$ cat src/rtl/int_svc.sv
// Interrupt service sequencer: detects a synchronized level interrupt, pulses a
// clear after a programmable delay, waits for release, then optionally steps the divider.
`timescale 1ns/1ps
module int_svc #(
  parameter int unsigned CLR_W  = 4,
  parameter int unsigned REL_TO = 32
) (
  input  logic        clk100,
  input  logic        rst,
  input  logic        irq_i,
  input  logic [31:0] irq_cnt_i,
  input  logic        enable_i,
  input  logic [15:0] clr_dly_i,
  input  logic        div_seq_en_i,
  input  logic [11:0] div_step_i,
  output logic        int_clr_o,
  output logic [11:0] div_o,
  output logic        wren_o,
  output logic [31:0] svc_cnt_o,
  output logic [31:0] miss_cnt_o,
  output logic [15:0] lat_max_o,
  output logic        busy_o,
  output logic        err_o
);

  localparam int unsigned CLR_CW = (CLR_W > 1) ? $clog2(CLR_W) : 1;
  localparam int unsigned REL_CW = (REL_TO > 1) ? $clog2(REL_TO) : 1;
  localparam logic [CLR_CW-1:0] CLR_LAST = CLR_CW'(CLR_W - 1);
  localparam logic [REL_CW-1:0] REL_LAST = REL_CW'(REL_TO - 1);

  typedef enum logic [2:0] {
    S_IDLE    = 3'd0,
    S_WAIT    = 3'd1,
    S_CLEAR   = 3'd2,
    S_RELEASE = 3'd3,
    S_UPDATE  = 3'd4
  } state_t;

  state_t             r_state;
  logic               r_sync1;
  logic               r_irq_s;
  logic [31:0]        r_last_cnt;
  logic [15:0]        r_dly_cnt;
  logic [15:0]        r_lat_cnt;
  logic [CLR_CW-1:0]  r_clr_cnt;
  logic [REL_CW-1:0]  r_rel_cnt;
  logic               r_int_clr;
  logic [11:0]        r_div;
  logic               r_wren;
  logic [31:0]        r_svc_cnt;
  logic [31:0]        r_miss_cnt;
  logic [15:0]        r_lat_max;
  logic               r_busy;
  logic               r_err;

  // Events skipped since the last serviced one, saturating at all-ones
  logic [31:0] w_delta;
  logic [32:0] w_miss_sum;
  logic [31:0] w_miss_next;

  assign w_delta     = irq_cnt_i - r_last_cnt;
  assign w_miss_sum  = {1'b0, r_miss_cnt} + {1'b0, w_delta - 32'd1};
  assign w_miss_next = (w_delta > 32'd1) ? (w_miss_sum[32] ? 32'hFFFF_FFFF : w_miss_sum[31:0])
                                         : r_miss_cnt;

  always_ff @(posedge clk100) begin
    if (rst) begin
      r_state    <= S_IDLE;
      r_sync1    <= 1'b0;
      r_irq_s    <= 1'b0;
      r_last_cnt <= 32'd0;
      r_dly_cnt  <= 16'd0;
      r_lat_cnt  <= 16'd0;
      r_clr_cnt  <= '0;
      r_rel_cnt  <= '0;
      r_int_clr  <= 1'b0;
      r_div      <= 12'd0;
      r_wren     <= 1'b0;
      r_svc_cnt  <= 32'd0;
      r_miss_cnt <= 32'd0;
      r_lat_max  <= 16'd0;
      r_busy     <= 1'b0;
      r_err      <= 1'b0;
    end else begin
      r_sync1 <= irq_i;
      r_irq_s <= r_sync1;
      r_wren  <= 1'b0;
      // Latency runs through WAIT, CLEAR and RELEASE
      if ((r_state inside {S_WAIT, S_CLEAR, S_RELEASE}) && (r_lat_cnt != 16'hFFFF))
        r_lat_cnt <= r_lat_cnt + 16'd1;

      case (r_state)
        S_IDLE: begin
          if (enable_i && r_irq_s) begin
            r_state    <= S_WAIT;
            r_busy     <= 1'b1;
            r_dly_cnt  <= 16'd0;
            r_lat_cnt  <= 16'd0;
            r_miss_cnt <= w_miss_next;
            r_last_cnt <= irq_cnt_i;
          end
        end
        S_WAIT: begin
          if (r_dly_cnt == clr_dly_i) begin
            r_state   <= S_CLEAR;
            r_int_clr <= 1'b1;
            r_clr_cnt <= '0;
          end else begin
            r_dly_cnt <= r_dly_cnt + 16'd1;
          end
        end
        S_CLEAR: begin
          if (r_clr_cnt == CLR_LAST) begin
            r_state   <= S_RELEASE;
            r_int_clr <= 1'b0;
            r_rel_cnt <= '0;
          end else begin
            r_clr_cnt <= r_clr_cnt + CLR_CW'(1);
          end
        end
        S_RELEASE: begin
          if (!r_irq_s) begin
            // Divider write is registered on entry so wren_o coincides with UPDATE
            r_state   <= S_UPDATE;
            r_svc_cnt <= r_svc_cnt + 32'd1;
            if (r_lat_cnt > r_lat_max) r_lat_max <= r_lat_cnt;
            if (div_seq_en_i) begin
              r_div  <= r_div + div_step_i;
              r_wren <= 1'b1;
            end
          end else if (r_rel_cnt == REL_LAST) begin
            r_state <= S_IDLE;
            r_busy  <= 1'b0;
            r_err   <= 1'b1;
          end else begin
            r_rel_cnt <= r_rel_cnt + REL_CW'(1);
          end
        end
        S_UPDATE: begin
          r_state <= S_IDLE;
          r_busy  <= 1'b0;
        end
        default: begin
          r_state   <= S_IDLE;
          r_busy    <= 1'b0;
          r_int_clr <= 1'b0;
        end
      endcase
    end
  end

  assign int_clr_o  = r_int_clr;
  assign div_o      = r_div;
  assign wren_o     = r_wren;
  assign svc_cnt_o  = r_svc_cnt;
  assign miss_cnt_o = r_miss_cnt;
  assign lat_max_o  = r_lat_max;
  assign busy_o     = r_busy;
  assign err_o      = r_err;

endmodule

$ cat config.mk
export PLATFORM = sky130hd
export DESIGN_NAME = int_svc
export DESIGN_NICKNAME = d
export VERILOG_FILES = /design/src/rtl/int_svc.sv
export SDC_FILE = /design/constraint.sdc
export NUM_CORES = 1
export LEC_CHECK = 0
export CORE_ASPECT_RATIO = 1.4
export CORE_MARGIN = 4
export CORE_UTILIZATION = 35
export CTS_BUF_LIST = sky130_fd_sc_hd__clkbuf_4 sky130_fd_sc_hd__clkbuf_8
export DETAILED_ROUTE_END_ITERATION = 10
export GPL_TIMING_DRIVEN = 0
export RECOVER_POWER = 100
export SLEW_MARGIN = 20
export SYNTH_ARGS = -nofsm -noshare
export SYNTH_HDL_FRONTEND = slang
export SYNTH_SLANG_ARGS = --single-unit
$ cat constraint.sdc
create_clock -name clk100 -period 9.8 [get_ports clk100]
set_input_delay 2.94 -clock clk100 [delete_from_list [all_inputs] [get_ports clk100]]
set_output_delay 2.94 -clock clk100 [all_outputs]
set_load 0.02 [all_outputs]
### Word level (Yosys, flattened, before mapping)

Index checks and enable logic that the tools add are counted.

| storage, ports and cells | value |
|---|---|
| output and inout port bits | 96 |
| input port bits | 65 |
| register bits | 172 |

| operators by class | value |
|---|---|
| $lt $le $gt $ge | 2 |
| $add $sub $neg | 9 |
| multiplexer cells | 28 |
| reduce and logical (&&, ||, !) cells | 22 |
| equal/unequal tests | 17 |
| bitwise operators | 4 |

Operators by type and width:

| cell | number |
|---|---|
| $mux W16 | 5 |
| $add A32 B32 Y33 | 1 |
| $add A16 B1 Y16 const B | 2 |
| $add A32 B1 Y32 const B | 1 |
| $gt A32 B1 Y1 const B | 1 |
| $mux W32 | 1 |
| $pmux W16 S2 | 1 |
| $sub A32 B1 Y32 const B | 1 |
| $sub A32 B32 Y32 | 1 |
| $reduce_and A3 Y1 | 7 |
| $eq A16 B16 Y1 | 1 |
| $gt A16 B16 Y1 | 1 |
| $ne A16 B16 Y1 const B | 1 |
| $mux W3 | 5 |
| $mux W5 | 3 |
| $add A12 B12 Y12 | 1 |
| $pmux W3 S4 | 1 |
| $reduce_and A4 Y1 | 3 |
| $ne A2 B2 Y1 const B | 5 |
| $pmux W5 S2 | 1 |
| $eq A3 B2 Y1 const B | 2 |
| $mux W1 | 6 |
| $ne A2 B1 Y1 const B | 3 |
| $pmux W1 S3 | 2 |
| 17 further kinds | 26 |

### Logic depth before layout (Yosys ltp)

Gate-level depths: netlist of run 1.

| logic depth | value |
|---|---|
| depth in word-level cells | 6 |
| depth in mapped cells | 24 |

### Worst setup path after synthesis of run 1

No wires, ideal clock.

| timing path | value |
|---|---|
| path kind | input to register |
| start point | in irq_cnt_i[0] |
| end point | reg r_miss_cnt[10], in the netlist miss_cnt_o[10] |
| slack | 1442 ps |
| path buffers | 1 |
| library setup time | 119 ps |
| stages | 23 |
| arrival | 8239 ps |
| cell sequence | inv_1 > ha_1 > fa_1 > and2b_1 > o311a_1 > o31ai_1 > a211oi_1 > or3_1 > or3b_1 > nor4b_1 > xnor2_1 > ha_1 > nand2_1 > o21ai_1 > o41ai_2 > a211oi_1 > or4_1 > a31o_1 > a2111oi_0 > o21ai_1 > a21o_4 > buf_8 > o221a_1 |

| on the way | value |
|---|---|
| cells in the longest elaborated chain, start to end | 4 |
| elaborated cells on any way between the ends | 6 |
| classes of those cells | add/sub: 3; order compare: 1; mux: 1; reduce/logical: 1 |

RTL lines:

| element | line | source |
|---|---|---|
| start: declaration | 11 | `input logic [31:0] irq_cnt_i,` |
| $sub A32 B32 Y32 * | 61 | `assign w_delta = irq_cnt_i - r_last_cnt;` |
| $sub A32 B1 Y32 | 62 | `assign w_miss_sum = {1'b0, r_miss_cnt} + {1'b0, w_delta - 32'd1};` |
| $add A32 B32 Y33 | 62 |  |
| $mux W32 | 63 | `assign w_miss_next = (w_delta > 32'd1) ? (w_miss_sum[32] ? 32'hFFFF_FFFF : w_miss_sum[31:0])` |
| end signal: assignment | 99 | `r_miss_cnt <= w_miss_next;` |
| end: declaration | 51 | `logic [31:0] r_miss_cnt;` |

Mark *: on every way between the ends. The rest lies on a longest branch, timed or not.
A chain may end at the register's enable or synchronous reset.

### Worst setup path after layout of run 1

| timing path | value |
|---|---|
| start point | in irq_cnt_i[0] |
| end point | reg r_miss_cnt[11], in the netlist miss_cnt_o[11] |

Same word-level chain as after synthesis.

==> results of run 1 <==
-- final cells by class --
cell class | count | area (um^2)
repair buffers | 161 | 1610
flip-flops and latches | 172 | 3440
well taps | 451 | 564
inverters | 85 | 319
fillers | 3473 | 19500
clock buffers | 17 | 234
plain buffers | 65 | 378
clock inverters | 14 | 130
multi-input cells | 1189 | 8150
-- sequential cells by signal, summed over array words and instances, names as in the netlist, 3 cells and up --
register,count
r_state,3
div_o,12
lat_max_o,16
r_rel_cnt,5
r_lat_cnt,16
r_last_cnt,32
svc_cnt_o,32
r_dly_cnt,16
miss_cnt_o,32
-- layer usage --
metal	up-vias	routed length [um]
li1	5719	-
met1	5056	13100
met2	208	17100
met3	58	1830
met4	10	1070
met5	-	69
-- power groups by stage --
| stage | Clock [W] | Combinational (W) | Sequential [W] |
|---|---|---|---|
| floorplan | 0 | 0.000295 | 0.000740 |
| global placement | 0 | 0.000408 | 0.000735 |
| detailed placement | 0 | 0.000413 | 0.000735 |
| CTS | 0.000514 | 0.000415 | 0.000719 |
| global route | 0.000537 | 0.000456 | 0.000720 |
| finish | 0.000492 | 0.000410 | 0.000719 |
-- path summary, 6_finish.rpt --
kind	from	cells after the start	slack, ps	end
worst min register to register	r_sync1$_SDFF_PP0_	1	440	r_irq_s$_SDFF_PP0_
worst min-delay path	r_sync1$_SDFF_PP0_	1	440	r_irq_s$_SDFF_PP0_
worst max register to register	r_last_cnt[5]$_SDFFE_PP0P_	24	3250	miss_cnt_o[11]$_SDFFE_PP0P_
worst max-delay path	irq_cnt_i[0]	24	670	miss_cnt_o[11]$_SDFFE_PP0P_
-- critical path: stages --
cell	delay, ps
clkdlybuf4s50_1	480
inv_1	50
ha_1	210
fa_1	400
and2b_1	280
o31a_2	220
nor2_1	90
o41ai_4	640
o31a_1	260
o211ai_2	160
nor4_4	440
xor2_1	190
ha_1	310
a21oi_1	190
o21ai_1	120
nor4_1	400
a211oi_1	180
or4_1	470
a31o_1	250
a2111oi_0	390
o21ai_0	180
a21o_4	270
buf_8	150
o221a_1	220
-- logic make-up (layout without fill, tap and decap cells) --
kind of cell             count (synthesis)  in the layout  synth area share
flip-flops                             172            172             0.280
multiplexers                            20             20            0.0163
adder cells (fa/ha/maj)                103            103             0.107
AO/OA/AOI/OAI                          352            352             0.207
AND/OR/NAND/NOR                        559            559             0.222
XOR/XNOR                               155            155             0.110
buffers and inverters                  150            342            0.0568
-- synthesized netlist by cell type, types with 4 or more instances --
library cell  number  share of area
xnor2_1           87          0.062
o21a_1            22          0.013
clkbuf_1          39          0.012
o21ai_1            4         0.0016
nand2_1          165          0.050
a211oi_1          10         0.0061
a31oi_1            6         0.0031
a21o_1            23          0.014
and2_1             4         0.0020
o21bai_1          11         0.0067
nor3_1            38          0.015
o221a_1           32          0.029
and4_1             5         0.0036
inv_1             84          0.026
nand3b_1          10         0.0061
mux2i_1           20          0.016
a221oi_1           4         0.0029
dfxtp_1          172           0.28
and3_1            28          0.014
buf_6             10         0.0092
a21oi_1          113          0.046
or3_1             15         0.0076
o31ai_1            5         0.0031
o31a_1             4         0.0029
o2111ai_1          5         0.0036
nand4_1           23          0.012
buf_2              8         0.0033
o211ai_1           8         0.0049
nand2b_1          11         0.0056
o21ai_0           48          0.020
ha_1             100           0.10
nor2_1           159          0.049
nor4_1             8         0.0041
xor2_1            68          0.048
nor2b_1           19         0.0097
nand3_1           46          0.019
-- per-stage QoR --
step	power [W]	hold WS [ps]	area [um^2]	instances
5_1_grt	0.00171	475	14800	2154
4_1_cts	0.00165	452	14800	2154
6_report	0.00162	443	14800	2154
3_3_place_gp	0.00114	420	14500	2122
2_1_floorplan	0.00104	414	12300	1511
3_5_place_dp	0.00115	421	14500	2123
-- cells in the final DEF, fill, tap and decap left out, types with 23 or more instances in the layout --
| cell type | instances |
|---|---|
| and3_1 | 28 |
| inv_1 | 84 |
| clkdlybuf4s50_1 | 60 |
| nor2_1 | 159 |
| a21oi_1 | 113 |
| a21o_1 | 23 |
| clkbuf_1 | 41 |
| nor3_1 | 38 |
| o21ai_0 | 50 |
| dfxtp_1 | 172 |
| xnor2_1 | 87 |
| dlygate4sd3_1 | 101 |
| o221a_1 | 32 |
| nand2_1 | 165 |
| nand4_1 | 23 |
| nand3_1 | 46 |
| xor2_1 | 68 |
| ha_1 | 100 |
==> results.md, run 1 <==
* All-Layer GR Usage at 0.171
* Sequential share of the synthesized area at 0.280
* Max H-tree Level at 4
* Count of cell types in the netlist at 100
* Int Pwr at 0.00107 W
* Switching Share at 0.340
* TritonCTS clock tree: yes
* Register share of total power at 0.443
* Num rows at 80
* Core Util, Final at 0.432
* Post-CTS resize count at 0
* Crit path launch type: input pin
* Worst-Margin Slew at 776 ps
* Core Box Area at 34300 um^2
* Setup TNS at 0 ps
* Final hold violation count at 0
* Mean post-synth cell area at 8.13 um^2
* Pwr/cell area at 109 nW/um^2
* CP Max Fanout at 10
* Setup CP Type: input pin to register
* Met1 usage at 0.178
* GRT met2 Usage at 0.320
* Post-DP HPWL at 26.6 mm
* Maxcap violations at 0
* Max Root-Sink Buffers at 2
* Num ports at 161
* Ys async rst share at 0
* IO Port Bufs at 160
* Tmin final at 9130 ps
* Clk pwr share at 0.303
* Pre-CTS WS at between 150 and 200 ps
* Share of cells above drive strength 1 at 0.0523
* Hold_buf cts at 0
* Post-synth net total at 1679
* Gr busiest metal: met2
* Final slew viol count at 0
* Fin crit share at 0.931
* ANT nets after route at 0
* Crit end category: register
* # DRC at 0
* CTS sink cnt at 172
* Synth Cell Area at between 10000 and 15000 um^2
* Yosys warns at 0
* Slack of the critical path at 673 ps
* Root Driver: clkbuf_8
* Setup violators final at 0
* Number of flops mapped to enable cells by yosys at 0
* RSZ-0062 raised after global routing: no
* Max_slew headroom at 0.479
* Vias per std cell at 5.13
* Met3 Use GR at 0.0502
* Synthesized flop and latch total at roughly 170
* WL final at 33.2 mm
* Peak VDD IR at around 0.08 mV
* Vias in the first global route at approximately 11k
* Worst-path clk slew at 100 ps
* Outcome: finished clean
* Hold crit path type: register to register
* GRT Residual Overflow at 0
* Worst Path Required at 10180 ps
* Layout Skew at 18.4 ps
* Average wire per standard cell at 15.4 um
* Clock Latency Late Sink at 500 ps
* DIE HEIGHT at between 200 and 250 um
* Initial antenna violation count at 6
* Main synth FF type: dfxtp_1
* First-pass GRT wire length at 54.1 mm
* Final net count at 1859
* Die Wd at 166 um
* Max Fclk at 110 MHz
* Layout area overhead at 20.6%
* Ant diodes at 0
* Die area at 38200 um^2
* Synth Instances at 1511
* CTS Buf Count at 17
* GPL Wtd Cong at ~0.9
* Gate power share at 0.253
* Total number of vias at between 10k and 15k
* Psw at 0.000550 W
* Leak at 5.83 nW
* Critical path arrival at about 9500 ps
* Buffer count from post-CTS setup fixing at 0
* Largest net degree at the start of global routing at 18
* Initial drt markers at 540
* Initial Util at 0.358
* Drt pass-1 iters at 5
Note: power is estimated with default switching activity, not from simulation.
==> inputs of run 2 (changes only) <==
--- a/config.mk
+++ b/config.mk
@@ -11,6 +11,7 @@
 export CTS_BUF_LIST = sky130_fd_sc_hd__clkbuf_4 sky130_fd_sc_hd__clkbuf_8
 export DETAILED_ROUTE_END_ITERATION = 10
 export GPL_TIMING_DRIVEN = 0
+export HOLD_SLACK_MARGIN = 0.12
 export RECOVER_POWER = 100
 export SLEW_MARGIN = 20
 export SYNTH_ARGS = -nofsm -noshare
==> results of run 2 <==
Same layout as run 1: the final DEF is identical, and so are final timing and power.
==> inputs of run 3 (changes only) <==
==> constraint.sdc (replaced) <==
create_clock -name clk100 -period 7.8 [get_ports clk100]
set_input_delay 2.34 -clock clk100 [delete_from_list [all_inputs] [get_ports clk100]]
set_output_delay 2.34 -clock clk100 [all_outputs]
set_load 0.02 [all_outputs]
==> run 3 against run 2 <==
Setup slack worse by 530 ps; sequential share of layout area is 1.1 points lower; hold slack better by 0.85 ps; first-iteration DRC count is 12% lower; critical path type unchanged.
==> results.md, run 3 (synthesis gave the netlist of run 1 again) <==
* Outcome: finished clean
* Top layer in use: met5
* Core Box Area at 34300 um^2 (unchanged)
* WL met1 at 13.4 mm (+2.3%)
* Tmin final at roughly 7700 ps
* Worst-path clk slew at 100 ps (about the same)
* Placed Cells at 2123 (unchanged)
* Pwr/cell area at 135 nW/um^2 (+24%)
* Initial Util at 0.358 (unchanged)
* Crit path launch type: input pin
* Worst Path Required at 8180 ps (-2000 ps)
* Leak at 6.22 nW (+6.8%)
* Max H-tree Level at 4 (unchanged)
* Crit end category: register
* Share of cells above drive strength 1 at 0.104 (+0.0519)
* Metal2 WL at 18.0 mm (+5.5%)
* GPL Wtd Cong at 0.879 (unchanged)
* Num rows at 80 (unchanged)
* All-Layer GR Usage at 0.174 (+0.00333)
* Clock Latency Late Sink at 500 ps (about the same)
* ANT nets after route at 0 (unchanged)
* Layout Skew at 15.4 ps (-2.97 ps)
* CTS Buf Count at 17 (unchanged)
* Non-Filler Instances at 2189 (+1.6%)
* Vias in the first global route at 11.2k (+1.8%)
* Layout area overhead at 26.8%
* Initial drt markers at 474 (-12%)
* WL final at 34.3 mm (+3.5%)
* R2R setup slack at 1840 ps (-1410 ps)
* Average wire per standard cell at 15.7 um (+1.8%)
* Core Util, Final at 0.454 (+0.0221)
* Final net count at 1894 (+1.9%)
* Root Driver: clkbuf_8
* Ant diodes at 0 (unchanged)
* CTS sink cnt at 172 (unchanged)
* Hold crit path type: register to register
* Max_slew headroom at 0.480 (+0.000993)
* WL met3 at 1.78 mm (-2.6%)
* IO Port Bufs at 160 (unchanged)
* Hold_buf cts at 0 (unchanged)
* Worst-Margin Slew at 772 ps (-3.68 ps)
* Total number of vias at 11.3k (+2.1%)
* Setup CP Type: input pin to register
* Seq. cell area at 3440 um^2 (unchanged)
* DIE HEIGHT at 230 um (unchanged)
* Critical path arrival at 8040 ps (-1470 ps)
* Die Wd at 166 um (unchanged)
* Max Root-Sink Buffers at 2 (unchanged)
* First-pass GRT wire length at 55.2 mm (+2.1%)
* Most common library cell in the layout ignoring fill and taps: dfxtp_1
* Maxcap violations at 0 (unchanged)
* Final slew viol count at 0 (unchanged)
* Num ports at 161 (unchanged)
* Initial antenna violation count at 6 (unchanged)
* Largest net degree at the start of global routing at 18 (unchanged)
* # DRC at 0 (unchanged)
* Smallest hold slack at 444 ps (+0.846 ps)
* Max Fclk at 131 MHz
* Final hold violation count at 0 (unchanged)
* Fin crit share at 0.981
* Setup TNS at 0 ps (unchanged)
* Most frequent cells in the layout: 172 x dfxtp_1, 165 x nand2_1, 159 x nor2_1, 108 x a21oi_1, 101 x dlygate4sd3_1
* Vias per std cell at 5.15 (+0.42%)
* Peak VDD IR at 0.101 mV (+27%)
* Die area at 38200 um^2 (unchanged)
* GRT Residual Overflow at 0 (unchanged)
* Multi-input combinational cell area at 8590 um^2 (+5.4%)
* Post-DP HPWL at 26.6 mm (unchanged)
* Fillcell total at 3390 (-2.4%)
* CP Max Fanout at 10 (unchanged)
* TritonCTS clock tree: yes
* Drt pass-1 iters at 5 (unchanged)
* Setup violators final at 0 (unchanged)
==> run 3: cell count changes in the layout (fill, tap and decap cells not counted), moves of 4 or more <==
cell / previous run / this run
buf_2: 7 / 3
nor4_1: 8 / 3
dlymetal6s2s_1: 0 / 8
ha_1: 100 / 95
ha_2: 0 / 4
nor4_4: 2 / 7
o21ai_0: 50 / 46
buf_4: 1 / 37
nor3_1: 38 / 33
a21oi_1: 113 / 108
buf_6: 10 / 15
clkdlybuf4s50_1: 60 / 50
==> run 3: final cells by class <==
class                           instances  area share
Multi-Input combinational cell       1189       0.551
Sequential cell                       172       0.221
Timing Repair Buffer                  198       0.122
Tap cell                              451      0.0362
Buffer                                 63      0.0254
Inverter                               85      0.0205
Clock buffer                           17      0.0150
Clock inverter                         14     0.00835
==> run 3: final timing paths <==
kind                         startpoint  cells past startpoint                     endpoint
min                  r_sync1$_SDFF_PP0_                      1           r_irq_s$_SDFF_PP0_
min reg2reg          r_sync1$_SDFF_PP0_                      1           r_irq_s$_SDFF_PP0_
max                        irq_cnt_i[0]                     24  miss_cnt_o[16]$_SDFFE_PP0P_
max reg2reg  r_last_cnt[8]$_SDFFE_PP0P_                     23  miss_cnt_o[16]$_SDFFE_PP0P_
==> run 3: report_power, final <==
part | switching (W) | leakage (nW) | total, W | internal (W)
clock network | 0.000387 | 0.189 | 0.000620 | 0.000233
logic | 0.000327 | 4.65 | 0.000586 | 0.000259
registers | 0.0000113 | 1.39 | 0.000903 | 0.000891
total | 0.000725 | 6.22 | 0.00211 | 0.00138
==> run 3: critical path, cell delays in order <==
cell and delay (ps):
dlygate4sd2_1 240, inv_1 60, ha_2 180, fa_2 190, and2b_2 250, o31a_4 320
o211a_4 260, or4_4 500, nand3_4 100, o2111ai_4 210, nor4_4 320, xor2_1 190
ha_1 290, a21oi_2 200, o21ai_2 110, o41ai_4 420, a211oi_2 80, or4_4 450
a31o_4 270, a2111oi_4 290, o21ai_1 130, a21o_4 250, buf_8 150, o221a_1 220
==> run 3: stage by stage <==
step / instance area (um^2) / total power [W] / setup WS [ps]
after global routing: 15600 / 0.00222 / -49.7
after detailed placement: 14500 / 0.00144 / -1250
after floorplan: 12300 / 0.00130 / 42.4
after CTS: 15200 / 0.00210 / 4.21
final: 15600 / 0.00211 / 148
after global placement: 14500 / 0.00144 / -1280
==> run 3: what timing repair did <==
action / 4_1_cts / 5_1_grt
pin swaps: 29 / 25
setup buffers: 22 / 15
gates cloned: 0 / 0
setup endpoints to repair: 32 / 32
resized for setup: 44 / 62
==> run 3: routing by layer <==
layer / GRT usage / vias to the layer above
met5: 0 / -
met4: 0.0629 / 10
met3: 0.0497 / 60
met2: 0.331 / 194
met1: 0.181 / 5238
li1: - / 5776
